$ cat config.mk
export PLATFORM = sky130hd
export DESIGN_NAME = lin_schedule_ctrl
export DESIGN_NICKNAME = d
export VERILOG_FILES = /design/src/rtl/lin_schedule_ctrl.sv
export SDC_FILE = /design/constraint.sdc
export NUM_CORES = 1
export LEC_CHECK = 0
export CELL_PAD_IN_SITES_DETAIL_PLACEMENT = 1
export CELL_PAD_IN_SITES_GLOBAL_PLACEMENT = 1
export CORE_AREA = 3 3 162 164
export CTS_CLUSTER_SIZE = 16
export DETAILED_ROUTE_END_ITERATION = 7
export DIE_AREA = 0 0 165 167
export PLACE_DENSITY_LB_ADDON = 0.1
export SYNTH_ARGS = -nofsm -noshare
export SYNTH_HDL_FRONTEND = slang
export SYNTH_SLANG_ARGS = --single-unit
$ cat constraint.sdc
create_clock -name clk -period 5.6 [get_ports clk]
set_input_delay 1.4 -clock clk [delete_from_list [all_inputs] [get_ports clk]]
set_output_delay 1.4 -clock clk [all_outputs]
set_load 0.005 [all_outputs]
$ cat src/rtl/lin_schedule_ctrl.sv
// LIN master schedule-table controller: walks a small frame table, one frame
// request per slot, with diagnostic/go-to-sleep slot insertion and overrun flagging.
//
// state      | meaning
// IDLE       | schedule stopped, cur_index parked at 0
// LOAD       | pick slot source (sleep > diag > table), clear slot counter
// REQ        | frame_req asserted, waiting for frame_done or slot expiry
// SLOT_WAIT  | frame finished, waiting out the rest of the slot
// SLEEP      | go-to-sleep sent, waiting for wakeup
module lin_schedule_ctrl #(
   parameter int         DEPTH     = 16,
   parameter logic [5:0] DIAG_ID   = 6'h3C,
   parameter logic [7:0] DIAG_SLOT = 8'd20
) (
   input  logic        clk,
   input  logic        reset,
   input  logic        tick,
   input  logic        cfg_wr_en,
   input  logic [3:0]  cfg_addr,
   input  logic [13:0] cfg_wdata,
   input  logic        en_schedule,
   input  logic [7:0]  nb_of_frames,
   input  logic        diag_req,
   input  logic        sleep_cmd,
   input  logic        wakeup,
   input  logic        frame_done,
   output logic        frame_req,
   output logic [5:0]  frame_id,
   output logic [3:0]  cur_index,
   output logic        busy,
   output logic        sleeping,
   output logic        slot_overrun
);

   localparam int AW = (DEPTH > 1) ? $clog2(DEPTH) : 1;

   typedef enum logic [2:0] {S_IDLE, S_LOAD, S_REQ, S_SLOT_WAIT, S_SLEEP} state_t;

   state_t      state;
   logic [13:0] table_q [DEPTH];
   logic [7:0]  slot_cnt;
   logic [7:0]  slot_len;
   logic        slot_sleep;
   logic        slot_diag;
   logic        pend_sleep;
   logic        pend_diag;
   logic [4:0]  lim;
   logic [4:0]  idx_p1;
   logic [8:0]  cnt_p1;
   logic [13:0] entry;
   logic        overrun_hit;
   logic        slot_end;
   logic        wrap;

   function automatic logic [7:0] eff_len(input logic [7:0] len);
      return (len == 8'd0) ? 8'd1 : len;
   endfunction

   always_ff @(posedge clk or negedge reset) begin
      if (!reset) begin
         for (int i = 0; i < DEPTH; i++) table_q[i] <= '0;
      end else if (cfg_wr_en && (int'(cfg_addr) < DEPTH)) begin
         table_q[cfg_addr[AW-1:0]] <= cfg_wdata;
      end
   end

   always_comb begin
      lim    = (nb_of_frames > 8'(DEPTH)) ? 5'(DEPTH) : nb_of_frames[4:0];
      entry  = table_q[cur_index[AW-1:0]];
      idx_p1 = {1'b0, cur_index} + 5'd1;
      cnt_p1 = {1'b0, slot_cnt} + 9'd1;
      // done wins over an expiring tick in the same cycle
      overrun_hit = (state == S_REQ) && !frame_done && tick && (cnt_p1 >= {1'b0, slot_len});
      slot_end    = overrun_hit || ((state == S_SLOT_WAIT) && (slot_cnt >= slot_len));
      // a diag slot keeps the index, so it only resets when the table shrank below it
      wrap        = slot_diag ? (idx_p1 > lim) : (idx_p1 >= lim);
   end

   always_ff @(posedge clk or negedge reset) begin
      if (!reset) begin
         state        <= S_IDLE;
         frame_req    <= 1'b0;
         frame_id     <= '0;
         cur_index    <= '0;
         busy         <= 1'b0;
         sleeping     <= 1'b0;
         slot_overrun <= 1'b0;
         slot_cnt     <= '0;
         slot_len     <= 8'd1;
         slot_sleep   <= 1'b0;
         slot_diag    <= 1'b0;
         pend_sleep   <= 1'b0;
         pend_diag    <= 1'b0;
      end else begin
         if (tick && (state == S_REQ || state == S_SLOT_WAIT) && slot_cnt != 8'hFF)
            slot_cnt <= slot_cnt + 8'd1;

         case (state)
            S_IDLE: begin
               if (sleep_cmd || pend_sleep || (en_schedule && lim != 5'd0)) begin
                  state <= S_LOAD;
                  busy  <= 1'b1;
               end
            end
            S_LOAD: begin
               if (pend_sleep) begin
                  frame_id   <= DIAG_ID;
                  slot_len   <= eff_len(DIAG_SLOT);
                  slot_sleep <= 1'b1;
                  slot_diag  <= 1'b0;
                  pend_sleep <= 1'b0;
               end else if (pend_diag) begin
                  frame_id   <= DIAG_ID;
                  slot_len   <= eff_len(DIAG_SLOT);
                  slot_sleep <= 1'b0;
                  slot_diag  <= 1'b1;
                  pend_diag  <= 1'b0;
               end else begin
                  frame_id   <= entry[13:8];
                  slot_len   <= eff_len(entry[7:0]);
                  slot_sleep <= 1'b0;
                  slot_diag  <= 1'b0;
               end
               slot_cnt  <= '0;
               frame_req <= 1'b1;
               state     <= S_REQ;
            end
            S_REQ: begin
               if (frame_done) begin
                  frame_req <= 1'b0;
                  state     <= S_SLOT_WAIT;
               end else if (overrun_hit) begin
                  frame_req    <= 1'b0;
                  slot_overrun <= 1'b1;
               end
            end
            S_SLEEP: begin
               if (wakeup) begin
                  state     <= S_IDLE;
                  sleeping  <= 1'b0;
                  cur_index <= '0;
                  pend_diag <= 1'b0;
               end
            end
            default: ;
         endcase

         if (slot_end) begin
            if (slot_sleep) begin
               state    <= S_SLEEP;
               sleeping <= 1'b1;
               busy     <= 1'b0;
            end else if (!en_schedule) begin
               state     <= S_IDLE;
               busy      <= 1'b0;
               cur_index <= '0;
            end else begin
               state <= S_LOAD;
               if (wrap)
                  cur_index <= '0;
               else if (!slot_diag)
                  cur_index <= cur_index + 4'd1;
            end
         end

         // new request pulses take precedence over a same-cycle clear
         if (diag_req)
            pend_diag <= 1'b1;
         if (sleep_cmd && state != S_SLEEP)
            pend_sleep <= 1'b1;
      end
   end

endmodule
Word level (Yosys, flattened, before mapping)
Cells that the tools add are included.
{ "classes": {"add_sub_neg": 4, "n_div": 0, "magnitude_cmp": 8, "n_eq_ne": 12, "muxes": 50, "bitwise_logic": 3, "shift": 0, "n_mul": 0, "reduce_logical": 26} }
{ "op_table": {"columns": ["cell", "count"], "rows": [
  ["224-bit bitwise mux", 1],
  ["14-bit binary-select mux with 4-bit select", 1],
  ["14-bit demux with 4-bit select", 1],
  ["14-bit 2-to-1 mux", 3],
  ["8-bit 2-to-1 mux", 5],
  ["4-bit 2-to-1 mux", 7],
  ["1-bit 2-to-1 mux", 21],
  ["3-bit inequality test, second input constant", 7],
  ["3-bit 2-to-1 mux", 5],
  ["6-bit 2-to-1 mux", 2],
  ["3-bit one-hot mux with 4 select lines", 1],
  ["5-bit >= comparator, second input constant", 2],
  ["4-bit inverter with 5-bit output", 2],
  ["5-bit nonzero test", 2],
  ["8-bit by 1-bit adder with 9-bit output, second input constant", 1],
  ["9-bit by 8-bit >= comparator with 1-bit output", 1],
  ["1-bit logical AND", 9],
  ["8-bit by 1-bit adder with 8-bit output, second input constant", 1],
  ["8-bit >= comparator", 1],
  ["8-bit by 5-bit greater-than comparator with 1-bit output, second input constant", 1],
  ["8-bit zero test", 1],
  ["8-bit inequality test, second input constant", 1],
  ["3-bit by 2-bit equality test with 1-bit output, second input constant", 2],
  ["3-bit AND reduction", 2],
  ["17 further kinds", 23]
]} }
{ "totals": {"mem_bits_ro": 0, "regBits": 261, "memories": 0, "inputBits": 35, "ram_bits": 0, "latchBits": 0} }

Logic depth before layout (Yosys ltp)
{ "depth": {"depth_word": 10, "depth_mapped": 13, "ltp_nobuf": 11} }

Worst setup path after synthesis
Ideal clock, no wire load.
{ "synth_path": {"path_type": "input -> register", "startpoint": "input nb_of_frames[7]", "endpoint": "register cur_index[3]", "setup_ns": 0.078, "setup_slack_ns": 1.967, "t_arrival_ns": 3.555, "path_buffers": 0, "required_ns": 5.522, "stages": 9, "cell_sequence": "nor4_1 and2_1 ha_1 nand2b_1 a211oi_1 o21a_1 o21ai_0 a2111oi_0 o21bai_1"} }
{ "synth_via": {"elab_chain_cells": 8, "word_cells_on_any_way": 9, "cone_classes": "order compare: 3; mux: 6"} }
{ "synth_rtl": {"columns": ["element", "line", "text"], "rows": [
  ["start, declared", "22", "input logic [7:0] nb_of_frames,"],
  ["8-bit by 5-bit greater-than comparator with 1-bit output *", "68", "lim = (nb_of_frames > 8'(DEPTH)) ? 5'(DEPTH) : nb_of_frames[4:0];"],
  ["5-bit 2-to-1 mux *", "68", null],
  ["5-bit >= comparator / 5-bit greater-than comparator (equally long branches)", "76", "wrap = slot_diag ? (idx_p1 > lim) : (idx_p1 >= lim);"],
  ["1-bit 2-to-1 mux *", "76", null],
  ["4-bit 2-to-1 mux *", "159", "if (wrap)"],
  ["4-bit 2-to-1 mux *", "153", "end else if (!en_schedule) begin"],
  ["4-bit 2-to-1 mux *", "149", "if (slot_sleep) begin"],
  ["4-bit 2-to-1 mux *", "148", "if (slot_end) begin"],
  ["end signal, assigned", "162", "cur_index <= cur_index + 4'd1;"],
  ["end, declared", "29", "output logic [3:0] cur_index,"]
]} }
Every way passes the cells marked *; elsewhere a longest branch is shown, timed or not.
A chain may end at the register's enable or synchronous reset.

Final worst setup path
Ends and elaborated chain as after synthesis.

==> impl_metrics.toml <==
[clock_tree]
cts_sinks = 261
cts_resized = 0
clk_latency_ps = 560
cts-root-buf = "clkbuf_16"
path_clk_slew_ps = 60
cts_buffer_depth = 3
hold_buffers = 0
cts_made_buffers = 29
cts_tree = "built"
cts_htree_levels = 1
post_cts_buffers = 0

[pwr]
power_frac_comb_pct = 27.8
power.switching_w = 0.00193
power_density_nw_per_um2 = 452
switching_share_pct = 29.8
p_seq_share_pct = 42.0
p_leak_nw = 6.06
ir_drop_uv = 265
pwr-share-clk_pct = 30.2
intPower_w = 0.00454

[worst_setup_path]
critPathKind = "in2reg"
worstPathMaxFanout = 6
start_kind = "input pin"
end_kind = "flop"
r2r-start = "slot_cnt[0]"
worstPathRequired_ps = 6070
reg2reg_slack_ps = 2050
reg2reg_depth = 10
worstReg2RegEnd = "sleeping"
arrival_ps = 4390

[placement]
dp_hpwl_mm = 20.6
portBuffers = 48
gp_congestion = 0.856
dp.cells = 1222

[outcome]
status = "finished, final reports clean"

[detailed_routing]
drtIter0Drc = 501
dr.pass1.iters = 6
antenna_left = 0
drc = 0
totalWireLength_mm = 32.5
route.vias.total = 7709
wl_per_cell_um = 25.5
viasPerCell = 6.04

[logic_synthesis]
synth_simple_gate_area_share_pct = 5.16
synthMuxAreaShare_pct = 32.0
yosysSeqAreaShare_pct = 52.5
synth_edf_count = 0
synth_cell_type_count = 55
syn_area_per_cell_um2 = 14.1
synth_top_area_cell = "dfrtp_1"
async_reset_ff_share_pct = 100
synth_top_family_by_area = "multiplexers"
yosys_warnings = 0
ys_top_cells_by_area = "dfrtp_1 (52%), mux2_2 (20%), mux4_2 (11%)"
synth_top_area_share_pct = 52.3
synthXorXnorAreaFrac_pct = 0.563
synthesis.area_um2 = 12400
synthCells = 881
yosys_register_bits = 261
ys.flop_type = "dfrtp_1"
syn_nets = 939
synthAdderAreaFrac_pct = 2.31
synth_compound_area_share_pct = 4.69

[final_layout]
final_cells = 1276
final_cell_mix = "dfrtp_1 (258), mux2_2 (224), mux4_2 (60)"
fillCellCount = 2382
multi_input_comb_area_um2 = 5620
final_common_cell = "dfrtp_1"
drive_gt1_share_pct = 39.0
nNetsFinal = 981
synthToLayoutAreaGrowth_pct = 14.9
final-seq-area_um2 = 6540
antenna_cells = 0

[sta]
hold-worst-slack_ps = 464
finClkSkew_ps = 13.3
tns_ps = 0
setup_viol = 0
drv_slew = 0
final-hold-violation-count = 0
rsz0062_at_grt = "no"
layout_min_cycle_time_ps = 3920
fmax_mhz = 255
fin_crit_sh_pct = 70.1
slew_headroom_pct = 18.3
worstMarginPinSlew_ps = 1230

[global_route]
grt_start_max_net_pins = 133
track_usage_pct = 24.2
grt_antenna_before_repair = 0
gr-total-overflow = 0
grt_pass1_wl_mm = 51.1
grt_pass1_vias = 8616

[die]
core.rowCount = 58
pin_count = 49
die_h_um = 167
core_area_um2 = 25000
die_w_um = 165
start_util_pct = 49.7
fp.dieArea_um2 = 27600

[hold_path]
holdPathStages = 1
hold_class = "reg2reg"
hold_end = "slot_overrun"
min-delay-start = "slot_overrun"

[run]
cap_violations = 0
-- logic make-up after synthesis --
logic type,Yosys count
fa+ha+maj,23
xor+xnor,8
compound gates,84
flops,261
buf+inv,77
mux,295
simple gates,133
-- Yosys cell counts (all sizes together), types with 3 or more instances --
master,instances
o31ai,3
mux2i,9
xnor2,5
nor3,9
nor2b,5
inv,18
nor2,23
a211oi,5
dfrtp,260
a22oi,6
clkbuf,44
nand3,17
nand2,44
and3,5
a21o,3
mux2,226
nor4,3
mux4,60
nand4,3
xor2,3
a21oi,12
o22a,6
a221oi,4
or3,3
and2,4
o21ai,21
buf,15
ha,23
a22o,4
nand2b,12
-- worst max-delay path by stage --
stage,depth (start not counted),slack [ps],end,from
after floorplan,9,1970,cur_index[3],nb_of_frames[7]
after global placement,10,1370,cur_index[3],nb_of_frames[7]
after detailed placement,10,1140,cur_index[3],nb_of_frames[7]
after CTS,10,1680,cur_index[3],nb_of_frames[7]
after global routing,10,1520,cur_index[3],nb_of_frames[7]
final,10,1680,cur_index[3],nb_of_frames[7]
-- layer usage --
metal  GRT usage, %  part of all wire, %
met5              0                    0
met4           6.86                  3.1
met3           2.54                  3.1
met2           42.1                   52
met1           32.1                   42
-- layout make-up --
| type | count | share of cell area, % |
|---|---|---|
| flip-flops and latches | 261 | 45.7 |
| clock buffers | 42 | 6.05 |
| clock inverters | 12 | 0.937 |
| multi-input cells | 543 | 39.3 |
| well taps | 330 | 2.89 |
| inverters | 18 | 0.473 |
| repair buffers | 70 | 4.64 |
-- critical path, cell delays in order --
cell and delay (ps):
clkdlybuf4s50_1 400, nor4_1 750, and2_1 230, ha_1 240, nand2b_1 160, a211oi_1 250, o21a_1 180, o21ai_0 200
a2111oi_0 400, o21bai_1 180
-- flip-flops by register name, indices dropped and copies added (netlist names) --
register,count
frame_req,1
state,3
frame_id,6
slot_cnt,8
slot_sleep,1
slot_overrun,1
busy,1
pend_sleep,1
pend_diag,1
slot_diag,1
sleeping,1
table_q,224
slot_len,8
cur_index,4
-- stage by stage --
stage	power [W]	utilization, %	setup WS [ps]	cell area [um2]
3_5_place_dp	0.00456	53.1	1140	13300
3_3_place_gp	0.00443	53.1	1370	13300
5_1_grt	0.00683	57.1	1520	14300
6_report	0.00647	57.1	1680	14300
2_1_floorplan	0.00396	-	1970	12400
4_1_cts	0.00654	57.1	1680	14300
-- power by group through the flow --
stage               Clock (W)  Sequential (W)  Combinational (W)
floorplan                   0         0.00253            0.00144
global placement            0         0.00269            0.00174
detailed placement          0         0.00275            0.00181
CTS                   0.00200         0.00272            0.00182
global route          0.00209         0.00278            0.00197
finish                0.00195         0.00272            0.00180
No activity file was read; power rests on OpenSTA's default activity.
